### src/rtl/avl_pio_pkg.sv
// Shared register-map and edge-mode constants for the multi-channel Avalon PIO.
package avl_pio_pkg;

  localparam logic [1:0] REG_DATA_OUT = 2'd0;
  localparam logic [1:0] REG_DATA_IN  = 2'd1;
  localparam logic [1:0] REG_EDGE_CAP = 2'd2;
  localparam logic [1:0] REG_IRQ_MASK = 2'd3;

  localparam int unsigned EDGE_RISE = 0;
  localparam int unsigned EDGE_FALL = 1;
  localparam int unsigned EDGE_BOTH = 2;

  // Two register-select bits plus enough bits to index every channel.
  function automatic int unsigned addr_w(input int unsigned num_ch);
    return (num_ch <= 1) ? 2 : $clog2(num_ch) + 2;
  endfunction

endpackage

### src/rtl/pio_channel.sv
// One PIO channel: input synchroniser, edge detect/capture, output and IRQ-mask registers.
module pio_channel
  import avl_pio_pkg::*;
#(
  parameter int unsigned CH_WIDTH    = 16,
  parameter int unsigned SYNC_STAGES = 2,
  parameter int unsigned EDGE_MODE   = EDGE_RISE
) (
  input  logic                clk,
  input  logic                reset,
  input  logic                arm,
  input  logic                wr_en,
  input  logic [1:0]          reg_sel,
  input  logic [3:0]          byte_en,
  input  logic [31:0]         wdata,
  input  logic [CH_WIDTH-1:0] pin,
  output logic [CH_WIDTH-1:0] data_out,
  output logic [CH_WIDTH-1:0] data_in,
  output logic [CH_WIDTH-1:0] edge_cap,
  output logic [CH_WIDTH-1:0] irq_mask,
  output logic                irq
);

  logic [CH_WIDTH-1:0] sync_q [SYNC_STAGES];
  logic [CH_WIDTH-1:0] prev_q;
  logic [CH_WIDTH-1:0] out_q, cap_q, cap_d, mask_q;
  logic [CH_WIDTH-1:0] edge_det, lane_mask, wr_bits;
  logic [31:0]         lane_full, wr_full;
  logic                unused_hi;

  assign lane_full = {{8{byte_en[3]}}, {8{byte_en[2]}}, {8{byte_en[1]}}, {8{byte_en[0]}}};
  assign wr_full   = wdata & lane_full;
  assign lane_mask = lane_full[CH_WIDTH-1:0];
  assign wr_bits   = wr_full[CH_WIDTH-1:0];
  assign unused_hi = ^{wr_full, lane_full};

  always_comb begin
    edge_det = '0;
    if (EDGE_MODE == EDGE_RISE) begin
      edge_det = sync_q[SYNC_STAGES-1] & ~prev_q;
    end else if (EDGE_MODE == EDGE_FALL) begin
      edge_det = ~sync_q[SYNC_STAGES-1] & prev_q;
    end else begin
      edge_det = sync_q[SYNC_STAGES-1] ^ prev_q;
    end
    if (!arm) edge_det = '0;
  end

  // A new edge beats a simultaneous write-1-to-clear of the same bit.
  always_comb begin
    cap_d = cap_q;
    if (wr_en && reg_sel == REG_EDGE_CAP) cap_d = cap_q & ~wr_bits;
    cap_d = cap_d | edge_det;
  end

  always_ff @(posedge clk) begin
    if (reset) begin
      for (int i = 0; i < SYNC_STAGES; i++) sync_q[i] <= '0;
      prev_q <= '0;
      out_q  <= '0;
      cap_q  <= '0;
      mask_q <= '0;
    end else begin
      sync_q[0] <= pin;
      for (int i = 1; i < SYNC_STAGES; i++) sync_q[i] <= sync_q[i-1];
      prev_q <= sync_q[SYNC_STAGES-1];
      cap_q  <= cap_d;
      if (wr_en && reg_sel == REG_DATA_OUT) out_q <= (out_q & ~lane_mask) | wr_bits;
      if (wr_en && reg_sel == REG_IRQ_MASK) mask_q <= (mask_q & ~lane_mask) | wr_bits;
    end
  end

  assign data_out = out_q;
  assign data_in  = sync_q[SYNC_STAGES-1];
  assign edge_cap = cap_q;
  assign irq_mask = mask_q;
  assign irq      = |(cap_q & mask_q);

endmodule

### src/rtl/avl_multi_pio.sv
// Multi-channel Avalon-MM PIO slave: address decode, readdata mux, edge arming and IRQ.
module avl_multi_pio
  import avl_pio_pkg::*;
#(
  parameter int unsigned NUM_CH      = 4,
  parameter int unsigned CH_WIDTH    = 16,
  parameter int unsigned SYNC_STAGES = 2,
  parameter int unsigned EDGE_MODE   = 0,
  localparam int unsigned ADDR_W     = addr_w(NUM_CH)
) (
  input  logic                       CLK,
  input  logic                       RESET,
  input  logic                       AVL_CS,
  input  logic                       AVL_READ,
  input  logic                       AVL_WRITE,
  input  logic [ADDR_W-1:0]          AVL_ADDR,
  input  logic [3:0]                 AVL_BYTE_EN,
  input  logic [31:0]                AVL_WRITEDATA,
  output logic [31:0]                AVL_READDATA,
  input  logic [NUM_CH*CH_WIDTH-1:0] PIO_IN,
  output logic [NUM_CH*CH_WIDTH-1:0] PIO_OUT,
  output logic                       IRQ
);

  localparam int unsigned CH_W    = (ADDR_W > 2) ? ADDR_W - 2 : 1;
  localparam int unsigned ARM_MAX = SYNC_STAGES + 1;

  logic [CH_W-1:0]     ch_idx;
  logic [1:0]          reg_sel;
  logic [2:0]          arm_cnt_q;
  logic                armed;
  logic [31:0]         rd_val, rdata_q;
  logic                irq_q;
  logic [NUM_CH-1:0]   ch_irq;
  logic [CH_WIDTH-1:0] ch_out  [NUM_CH];
  logic [CH_WIDTH-1:0] ch_in   [NUM_CH];
  logic [CH_WIDTH-1:0] ch_cap  [NUM_CH];
  logic [CH_WIDTH-1:0] ch_mask [NUM_CH];

  if (ADDR_W > 2) begin : g_ch_idx
    assign ch_idx = AVL_ADDR[ADDR_W-1:2];
  end else begin : g_ch_idx_one
    assign ch_idx = '0;
  end
  assign reg_sel = AVL_ADDR[1:0];
  assign armed   = (arm_cnt_q == 3'(ARM_MAX));

  for (genvar c = 0; c < NUM_CH; c++) begin : g_ch
    pio_channel #(
      .CH_WIDTH    (CH_WIDTH),
      .SYNC_STAGES (SYNC_STAGES),
      .EDGE_MODE   (EDGE_MODE)
    ) u_ch (
      .clk      (CLK),
      .reset    (RESET),
      .arm      (armed),
      .wr_en    (AVL_CS && AVL_WRITE && (ch_idx == CH_W'(c))),
      .reg_sel  (reg_sel),
      .byte_en  (AVL_BYTE_EN),
      .wdata    (AVL_WRITEDATA),
      .pin      (PIO_IN[c*CH_WIDTH +: CH_WIDTH]),
      .data_out (ch_out[c]),
      .data_in  (ch_in[c]),
      .edge_cap (ch_cap[c]),
      .irq_mask (ch_mask[c]),
      .irq      (ch_irq[c])
    );
    assign PIO_OUT[c*CH_WIDTH +: CH_WIDTH] = ch_out[c];
  end

  // Channel indices beyond NUM_CH match no channel and therefore read as zero.
  always_comb begin
    rd_val = '0;
    for (int c = 0; c < NUM_CH; c++) begin
      if (ch_idx == CH_W'(c)) begin
        case (reg_sel)
          REG_DATA_OUT: rd_val = 32'(ch_out[c]);
          REG_DATA_IN:  rd_val = 32'(ch_in[c]);
          REG_EDGE_CAP: rd_val = 32'(ch_cap[c]);
          default:      rd_val = 32'(ch_mask[c]);
        endcase
      end
    end
  end

  always_ff @(posedge CLK) begin
    if (RESET) begin
      arm_cnt_q <= '0;
      rdata_q   <= '0;
      irq_q     <= 1'b0;
    end else begin
      if (!armed) arm_cnt_q <= arm_cnt_q + 3'd1;
      if (AVL_CS && AVL_READ) rdata_q <= rd_val;
      irq_q <= |ch_irq;
    end
  end

  assign AVL_READDATA = rdata_q;
  assign IRQ          = irq_q;

endmodule

### config.mk
export PLATFORM = sky130hd
export DESIGN_NAME = avl_multi_pio
export DESIGN_NICKNAME = d
export VERILOG_FILES = /design/src/rtl/avl_pio_pkg.sv /design/src/rtl/pio_channel.sv /design/src/rtl/avl_multi_pio.sv
export SDC_FILE = /design/constraint.sdc
export NUM_CORES = 1
export LEC_CHECK = 0
export CAP_MARGIN = 5
export CORE_ASPECT_RATIO = 0.5
export CORE_MARGIN = 2
export CORE_UTILIZATION = 60
export DETAILED_ROUTE_END_ITERATION = 7
export PLACE_DENSITY = 0.85
export SETUP_SLACK_MARGIN = 0.5
export SLEW_MARGIN = 20
export SYNTH_ARGS = -nofsm -noshare
export SYNTH_HDL_FRONTEND = slang
export SYNTH_HIERARCHICAL = 1
export SYNTH_SLANG_ARGS = --single-unit
### constraint.sdc
create_clock -name CLK -period 4 [get_ports CLK]
set_clock_uncertainty 0.05 [all_clocks]
set_input_delay 0.8 -clock CLK [delete_from_list [all_inputs] [get_ports CLK]]
set_output_delay 0.8 -clock CLK [all_outputs]
set_load 0.005 [all_outputs]
==> results of run 1 <==
[final cells by class]
type	count	area share
Clock inverter	19	0.0198
Multi-Input combinational cell	1004	0.363
Sequential cell	404	0.429
Tap cell	352	0.0234
Clock buffer	41	0.0515
Inverter	65	0.0129
Timing Repair Buffer	190	0.100
[cell usage after synthesis (all sizes together) (9+ instances only)]
library cell and n:
mux2i 121, a221oi 16, nor2 90, nand2 130, clkbuf 46, o22ai 28
dfxtp 404, a22o 28, and4 9, inv 65, o21ai 60, nor2b 198
a21oi 125, nand4 12, buf 123, nor3 13, nor4 13, nand3b 61
mux4 36
[cells by family after synthesis]
group           synth area share
compound gates            0.0996
xor+xnor                0.000540
fa+ha+maj                0.00154
buf+inv                   0.0837
flops                      0.498
mux                        0.126
other cells             0.000231
simple gates               0.190
[routing by layer]
| metal | share of wire | wire length (µm) | global-route usage |
|---|---|---|---|
| met1 | 0.41 | 18200 | 0.405 |
| met2 | 0.47 | 20700 | 0.505 |
| met3 | 0.084 | 3740 | 0.0580 |
| met4 | 0.034 | 1510 | 0.114 |
| met5 | 0.0022 | 99 | 0.0285 |
[worst paths after layout]
kind,from,end,slack [ps],depth (start not counted)
hold reg to reg,g_ch[1].u_ch/sync_q[0][8]$_SDFF_PP0_,g_ch[1].u_ch/sync_q[0][24]$_SDFF_PP0_,380,1
hold / removal,g_ch[1].u_ch/sync_q[0][8]$_SDFF_PP0_,g_ch[1].u_ch/sync_q[0][24]$_SDFF_PP0_,380,1
setup reg to reg,arm_cnt_q[0]$_SDFFE_PP0N_,g_ch[0].u_ch/edge_cap[3]$_SDFF_PP0_,1840,5
setup / recovery,AVL_ADDR[1],AVL_READDATA[3]$_SDFFE_PP0P_,1230,6
[critical path, stage by stage]
cell and delay (ps):
clkdlybuf4s50_1 740, buf_4 260, or3_1 460, o22ai_1 240, nor4_1 490, nor3_1 110
[power by group through the flow]
stage | clock, µW | sequential [µW] | combinational, µW
after floorplan | 0 | 4260 | 353
after global placement | 0 | 4280 | 540
after detailed placement | 0 | 4290 | 556
after CTS | 3980 | 4190 | 559
after global routing | 4180 | 4200 | 607
final | 3960 | 4190 | 568
[cells in the final DEF, fill, tap and decap left out, drive strengths merged, types with 60 or more instances in the layout]
| cell type | netlist | final |
|---|---|---|
| nor2 | 90 | 90 |
| mux2i | 121 | 121 |
| a21oi | 125 | 125 |
| o21ai | 60 | 60 |
| nand3b | 61 | 61 |
| dfxtp | 404 | 404 |
| clkdlybuf4s50 | 0 | 168 |
| nand2 | 130 | 130 |
| inv | 65 | 65 |
| nor2b | 198 | 198 |
[per-stage QoR]
step	setup WS, ps	utilization
final	1230	0.710
after global routing	1100	0.710
after CTS	1290	0.710
after detailed placement	790	0.660
after global placement	904	0.660
after floorplan	1330	-
==> summary.md, run 1 <==
| Metric | Value |
|---|---|
| Die width | `237 µm` |
| Worst min path class | `reg -> reg` |
| Depth of the CTS H-tree | `2` |
| Number of flops mapped to enable cells by yosys | `0` |
| Area growth from synthesis to layout | `16.1%` |
| First-pass GRT wire length | `67.3 mm` |
| Mapped Cells | `1,627` |
| Buffers from clock root to sink, at most | `3` |
| Area taken by multi-input logic gates | `6850 µm²` |
| Via/cell ratio | `5.92` |
| Timing-limited maximum frequency | `361 MHz` |
| Post-synth design cell area | `16,200 µm²` |
| Die ar. | `28,500 µm²` |
| RSZ-0062 raised after global routing | `false` |
| Initial core utilization | `0.612` |
| TritonCTS clock tree | `yes` |
| Clock-pin slew on the worst setup and hold paths | `70 ps` |
| Clock latency on the worst-skew pair | `520 ps` |
| Post-layout net count | `1,811` |
| Combinational cell fraction of total power | `0.065` |
| Cell area power density | `463 nW/µm²` |
| Number of port buffers | `171` |
| Internal Power | `6830 µW` |
| Final Slew Violations | `0` |
| Status | `completed` |
| Startpoint-to-endpoint class of the critical path | `in -> reg` |
| Post-CTS setup buffer count | `0` |
| Shortest period the worst path allows | `2770 ps` |
| Post-cts resize count | `0` |
| Clock network fraction of design power | `0.454` |
| Final weighted congestion of routability-driven global placement | `0.981` |
| Final worst hold slack | `384 ps` |
| GR Util All Layers | `0.307` |
| Fraction of the yosys area taken by sequential cells | `0.498` |
| Unique masters post-synth | `40` |
| Final clock period utilization by the worst path | `0.693` |
| Cell Count Post-Placement | `2,015` |
| Antenna fix cells | `0` |
| Clock root buffer | `clkbuf_16` |
| Proportion of power drawn by flip-flops and latches | `0.481` |
| Total number of vias | `12,293` |
| Drt drc | `0` |
| Biggest fanout along the worst timing path | `12` |
| Actual slew at the worst max-slew pin | `900 ps` |
| Total length of routed wires | `44.3 mm` |
| IO Pins | `206` |
| Number of sinks driven by the clock tree | `404` |
| Yosys top cell area share | `0.498` |
| Critical Path Source Type | `primary input` |
| Cell type contributing the most total cell area after synthesis | `dfxtp_1` |
| Maximum ir drop on the vdd rail | `0.334 mV` |
| Number of design-rule violations left by the first detailed-router iteration | `1,410` |
| Number of setup violations in the final report | `0` |
| Final TNS setup | `0 ps` |
| TritonCTS buffer count | `35` |
| Mapped Avg Cell Area | `9.98 µm²` |
| Number of antenna violations at the first check in global routing | `0` |
| Static Leakage | `0.00693 µW` |
| Num rows | `42` |
| Final cell area excluding filler cells | `18,900 µm²` |
| Overall power | `8730 µW` |
| Main area contributors after synthesis | `dfxtp_1 50%, nor2b_1 7.6%, mux2i_1 7.5%, buf_4 4.3%, mux4_2 4.2%` |
| Wire per inst | `21.3 µm` |
| Die Span Y | `120 µm` |
| Switching share of total power | `0.218` |
| Gr ovfl total | `0` |
| Synth warn | `6` |
| Non-filler instance count after layout | `2,075` |
| Number of global-route vias before repair | `12,048` |
| Cell Area, Placed | `17,500 µm²` |
| 1st-pass router iterations | `6` |
| Maximum number of pins on one net before global-route repair | `135` |
| ANT nets after route | `0` |
| Fillcell total | `1,901` |
| Arrival @ worst endpoint | `3110 ps` |
| Number of buffers added to fix hold violations after cts | `0` |
| Max-capacitance violation count | `0` |
| Share of async-settable or async-resettable flops after synthesis | `0` |
| Rel. slew slack | `0.400` |
| FF+latch count, synth | `404` |
| Sequential cell area | `8090 µm²` |
| Critical path endpoint category | `flop` |
| Net switching power of the design | `1900 µW` |
| Most used flip-flop cell after synthesis | `dfxtp_1` |
| Share of cells above drive strength 1 | `0.0708` |
| Post-detail-place hpwl | `30.6 mm` |
| Core box area | `26,500 µm²` |
| Number of endpoints with negative hold slack in the final report | `0` |
| Required time reported for the critical path endpoint | `4330 ps` |
No activity file was read; power rests on OpenSTA's default activity.
==> run 2: changes to the inputs <==
Settings changed: CORE_UTILIZATION 60 to 55, PLACE_DENSITY 0.85 to 0.79.
Clock period 4 ns to 2.7 ns, I/O delays scaled along.
==> run 2 against run 1 <==
Effect of this change: global-route usage is 2.5 points lower; non-clock buffer count is 40 higher; register-to-register slack worse by 990 ps; sequential power is 48% higher; sequential cell count stayed put; final area is 2.0% higher; routed wire length is 0.43% lower; largest power group unchanged.
==> summary.md, run 2 (synthesis results as in run 1) <==
| Metric | Value |
|---|---|
| Num rows | `44` |
| 1st-pass router iterations | `6` |
| Register-to-register setup slack | `850 ps` |
| Number of port buffers | `171` |
| Critical path endpoint category | `flop` |
| Clock network fraction of design power | `0.430` |
| Core box area | `29,000 µm²` |
| GR Util All Layers | `0.282` |
| Final cell area excluding filler cells | `19,200 µm²` |
| Final Slew Violations | `0` |
| Share of cells above drive strength 1 | `0.0946` |
| Die width | `247 µm` |
| Clock root buffer | `clkbuf_16` |
| Worst setup startpoint | `AVL_ADDR[3]` |
| Final worst hold slack | `385 ps` |
| Post-CTS setup buffer count | `0` |
| Number of global-route vias before repair | `11,827` |
| Critical register-to-register path startpoint | `g_ch[1].u_ch/edge_cap[8]$_SDFF_PP0_` |
| Shortest period the worst path allows | `2200 ps` |
| Combinational cell fraction of total power | `0.071` |
| Biggest fanout along the worst timing path | `13` |
| Final clock period utilization by the worst path | `0.815` |
| Maximum number of pins on one net before global-route repair | `82` |
| Post-cts resize count | `0` |
| Critical Path Source Type | `primary input` |
| Static Leakage | `0.00711 µW` |
| Number of antenna violations at the first check in global routing | `0` |
| Final TNS setup | `0 ps` |
| Proportion of power drawn by flip-flops and latches | `0.499` |
| Internal Power | `9620 µW` |
| Cell Area, Placed | `18,000 µm²` |
| Area growth from synthesis to layout | `18.4%` |
| Cell area power density | `649 nW/µm²` |
| Arrival @ worst endpoint | `2590 ps` |
| Post-detail-place hpwl | `30.9 mm` |
| Number of endpoints with negative hold slack in the final report | `0` |
| Register-to-Register Path Depth | `5` |
| Drt drc | `0` |
| TritonCTS buffer count | `36` |
| Required time reported for the critical path endpoint | `3090 ps` |
| Timing-limited maximum frequency | `454 MHz` |
| Net switching power of the design | `2850 µW` |
| Total number of vias | `12,423` |
| Die Span Y | `125 µm` |
| Die ar. | `31,000 µm²` |
| Most common cell after layout, fill and taps aside | `dfxtp_1` |
| ANT nets after route | `0` |
| Status | `completed` |
| Number of setup violations in the final report | `0` |
| Initial core utilization | `0.560` |
| Number of buffers added to fix hold violations after cts | `0` |
| Number of sinks driven by the clock tree | `404` |
| Max-capacitance violation count | `0` |
| Final weighted congestion of routability-driven global placement | `0.959` |
| Gr ovfl total | `0` |
| Overall power | `12,500 µW` |
| Rel. slew slack | `0.390` |
| Capture point of the worst reg-to-reg path | `IRQ$_SDFF_PP0_` |
| Worst min path class | `reg -> reg` |
| Total length of routed wires | `44.1 mm` |
| Switching share of total power | `0.229` |
| Termination of the worst setup path | `AVL_READDATA[0]$_SDFFE_PP0P_` |
| Via/cell ratio | `5.76` |
| Depth of the CTS H-tree | `2` |
| Actual slew at the worst max-slew pin | `911 ps` |
| Commonest non-fill, non-tap cells in the layout | `404 x dfxtp_1, 198 x nor2b_1, 168 x clkdlybuf4s50_1, 130 x nand2_1, 125 x a21oi_1` |
| Buffers from clock root to sink, at most | `3` |
| Clock-pin slew on the worst setup and hold paths | `70 ps` |
| Clock latency on the worst-skew pair | `530 ps` |
| Startpoint-to-endpoint class of the critical path | `in -> reg` |
| Antenna fix cells | `0` |
| Number of design-rule violations left by the first detailed-router iteration | `1,486` |
| Wire per inst | `20.4 µm` |
| First-pass GRT wire length | `67.3 mm` |
| Maximum ir drop on the vdd rail | `0.422 mV` |
| TritonCTS clock tree | `yes` |
| Post-layout net count | `1,852` |
| IO Pins | `206` |
| RSZ-0062 raised after global routing | `false` |
[run 2: cell types whose count changed in the layout (fill, tap and decap cells not counted), sizes merged]
cell      change
bufinv        -7
inv           +1
buf          +40
clkinvlp      +1
clkbuf        +5
clkinv        +3
[run 2: layout make-up]
| type | count | area, µm² |
|---|---|---|
| sequential | 404 | 8090 |
| fill | 2309 | 9780 |
| clock buffer | 46 | 1030 |
| multi-input combinational | 1004 | 6860 |
| tap | 391 | 489 |
| clock inverter | 17 | 200 |
| inverter | 65 | 244 |
| timing repair buffer | 230 | 2310 |
[run 2: metal layers]
| metal | wire [µm] | vias to the layer above | track usage |
|---|---|---|---|
| li1 | - | 5730 | - |
| met1 | 18000 | 5932 | 0.376 |
| met2 | 19500 | 633 | 0.431 |
| met3 | 4890 | 128 | 0.0829 |
| met4 | 1740 | 0 | 0.111 |
| met5 | 0 | - | 0 |
[run 2: how the worst min path moves through the flow]
stage	startpoint	end	slack, ps	depth (start not counted)
floorplan	g_ch[0].u_ch/sync_q[0][0]$_SDFF_PP0_	g_ch[0].u_ch/sync_q[0][16]$_SDFF_PP0_	360	1
detailed placement	g_ch[1].u_ch/sync_q[0][8]$_SDFF_PP0_	g_ch[1].u_ch/sync_q[0][24]$_SDFF_PP0_	370	1
global route	g_ch[0].u_ch/sync_q[0][14]$_SDFF_PP0_	g_ch[0].u_ch/sync_q[0][30]$_SDFF_PP0_	410	1
finish	g_ch[1].u_ch/sync_q[0][8]$_SDFF_PP0_	g_ch[1].u_ch/sync_q[0][24]$_SDFF_PP0_	380	1
CTS	g_ch[1].u_ch/sync_q[0][13]$_SDFF_PP0_	g_ch[1].u_ch/sync_q[0][29]$_SDFF_PP0_	390	1
global placement	g_ch[3].u_ch/sync_q[0][3]$_SDFF_PP0_	g_ch[3].u_ch/sync_q[0][19]$_SDFF_PP0_	370	1
[run 2: stage by stage]
stage,setup slack [ps],util,cells
2_1_floorplan,460,-,1642
3_3_place_gp,127,0.620,2094
3_5_place_dp,81.5,0.620,2094
4_1_cts,607,0.663,2157
5_1_grt,511,0.663,2157
6_report,499,0.663,2157
[run 2: power groups by stage]
stage	Clock [µW]	Sequential, µW	Combinational [µW]
finish	5360	6220	891
global route	5700	6230	945
CTS	5400	6220	874
detailed placement	0	6350	870
global placement	0	6350	856
floorplan	0	6310	525
[run 2: critical path, stage by stage]
cell	delay, ps
clkdlybuf4s50_1	500
buf_4	230
or3b_2	630
o22ai_1	400
nor4_1	100
nor3_1	190
==> run 3: changes to the inputs <==
Settings changed: CORE_UTILIZATION 55 to 50, PLACE_DENSITY 0.79 to 0.76.
Clock period 2.7 ns to 1.8 ns, I/O delays scaled along.
==> run 3 against run 2 <==
Effect of this change: first-iteration DRC count grew 17%; clock-buffer cell count grew 3; utilization grew 2.2 points; sequential cell count is the same; routed wire length grew 20%; largest power group unchanged; final area grew 13%; critical path type is now reg -> reg; register-to-register slack lost 840 ps; non-clock buffer count grew 175.
==> summary.md, run 3 (synthesis results as in run 1) <==
| Metric | Value |
|---|---|
| Final TNS setup | `0 ps` |
| Area growth from synthesis to layout | `34.2%` |
| Startpoint-to-endpoint class of the critical path | `reg -> reg` |
| Post-detail-place hpwl | `32.7 mm` |
| Final Slew Violations | `0` |
| Max-capacitance violation count | `0` |
| First-pass GRT wire length | `77.1 mm` |
| Worst min path class | `in -> reg` |
| TritonCTS buffer count | `36` |
| Arrival @ worst endpoint | `2170 ps` |
| Number of endpoints with negative hold slack in the final report | `0` |
| Drt drc | `0` |
| Number of buffers added to fix hold violations after cts | `0` |
| Gr ovfl total | `0` |
| Number of design-rule violations left by the first detailed-router iteration | `1,744` |
| Total number of vias | `13,713` |
| Net switching power of the design | `4600 µW` |
| Internal Power | `14,600 µW` |
| Number of global-route vias before repair | `13,157` |
| Total met2 wirelength after detailed routing | `23.1 mm` |
| ANT nets after route | `0` |
| Total length of routed wires | `52.9 mm` |
| Fillcell total | `2,187` |
| Sequential cell area | `8220 µm²` |
| Status | `completed` |
| Critical Path Source Type | `flop` |
| Clock network fraction of design power | `0.399` |
| Shortest period the worst path allows | `1790 ps` |
| Commonest non-fill, non-tap cells in the layout | `310 x dfxtp_1, 195 x nor2b_1, 142 x buf_4, 122 x nand2_1, 113 x mux2i_1` |
| TritonCTS clock tree | `yes` |
| Topmost layer with routed signal wires | `met4` |
| Share of cells above drive strength 1 | `0.311` |
| Required time reported for the critical path endpoint | `2180 ps` |
| GR Util All Layers | `0.295` |
| Core box area | `31,800 µm²` |
| RSZ-0062 raised after global routing | `true` |
| Met3 wire length | `7.01 mm` |
| Critical path endpoint category | `flop` |
| Initial core utilization | `0.510` |
| Buffers from clock root to sink, at most | `3` |
| Biggest fanout along the worst timing path | `2` |
| Number of antenna violations at the first check in global routing | `2` |
| Clock-pin slew on the worst setup and hold paths | `70 ps` |
| Combinational cell fraction of total power | `0.114` |
| Switching share of total power | `0.240` |
| Most common cell after layout, fill and taps aside | `dfxtp_1` |
| Clock latency on the worst-skew pair | `550 ps` |
| Final clock period utilization by the worst path | `0.993` |
| IO Pins | `206` |
| Num rows | `46` |
| Number of port buffers | `171` |
| Post-layout net count | `2,027` |
| Proportion of power drawn by flip-flops and latches | `0.488` |
| Die ar. | `34,000 µm²` |
| Static Leakage | `0.00854 µW` |
| Wire per inst | `22.3 µm` |
| Maximum ir drop on the vdd rail | `0.503 mV` |
| 1st-pass router iterations | `8` |
| Number of sinks driven by the clock tree | `404` |
| Die width | `259 µm` |
| Detailed-routing wirelength on met1 | `19.8 mm` |
| Area taken by multi-input logic gates | `7270 µm²` |
| Via/cell ratio | `5.78` |
| Die Span Y | `131 µm` |
| Final weighted congestion of routability-driven global placement | `1.02` |
| Post-layout utilization of the core | `0.685` |
| Cell area power density | `879 nW/µm²` |
| Clock root buffer | `clkbuf_16` |
| Maximum number of pins on one net before global-route repair | `63` |
| Timing-limited maximum frequency | `560 MHz` |
| Depth of the CTS H-tree | `2` |
| Number of setup violations in the final report | `0` |
[run 3: changes by cell type in the layout (fill, tap and decap cells not counted), sizes merged]
cell / delta
buf: +256
clkinv: -2
diode: +2
dlygate4sd2: +1
clkdlybuf4s50: -87
bufinv: -3
dlymetal6s2s: +1
bufbuf: +1
clkdlybuf4s15: +1
clkbuf: +5
clkinvlp: -1
[run 3: worst paths after layout]
check             slack, ps                            startpoint  depth (start not counted)                                     to
setup / recovery         10                                  flop                          5          AVL_READDATA[11]$_SDFFE_PP0P_
hold / removal           80                                 RESET                          2                                   flop
setup reg to reg         10                                  flop                          5          AVL_READDATA[11]$_SDFFE_PP0P_
hold reg to reg         380  g_ch[0].u_ch/sync_q[0][3]$_SDFF_PP0_                          1  g_ch[0].u_ch/sync_q[0][19]$_SDFF_PP0_
[run 3: area by class of cell]
class,instances,share of cell area
clock inverters,11,0.00396
well taps,432,0.0248
inverters,65,0.0112
flip-flops and latches,404,0.377
clock buffers,49,0.0482
repair buffers,405,0.200
multi-input cells,1004,0.334
diodes,2,0.000230
[run 3: repair_timing]
action	4_1_cts	5_1_grt
pin swaps	43	30
gates cloned	12	2
gates resized for setup	526	94
setup endpoints to repair	293	252
setup buffers	68	18
[run 3: critical path, cell delays in order (launching register included)]
cell     delay (ps)
dfxtp_2         330
buf_6           110
mux4_2          520
a22o_1          250
nor4_2          330
nor3_1           80
[run 3: power groups by stage]
stage	Combinational [µW]	Clock, µW	Sequential [µW]
3_3_place_gp	1530	0	9520
4_1_cts	1980	7640	9330
3_5_place_dp	1560	0	9530
2_1_floorplan	830	0	9460
6_report	2180	7640	9340
5_1_grt	2250	8020	9360
[run 3: routing by layer]
layer  vias up  global-route usage
met5         -                   0
li1       6101                   -
met1      6440               0.376
met2       911               0.454
met3       261              0.0939
met4         0               0.142
[run 3: per-stage QoR]
stage	instances	instance area, µm²	total power, µW	setup slack [ps]	hold slack (ps)
final	2372	21800	19200	13.5	84.1
after global routing	2371	21800	19600	-21.9	86.0
after CTS	2350	21200	19000	122	76.3
after detailed placement	2210	19100	11100	-548	370
after global placement	2210	19100	11100	-530	369
after floorplan	1642	16400	10300	26.5	364
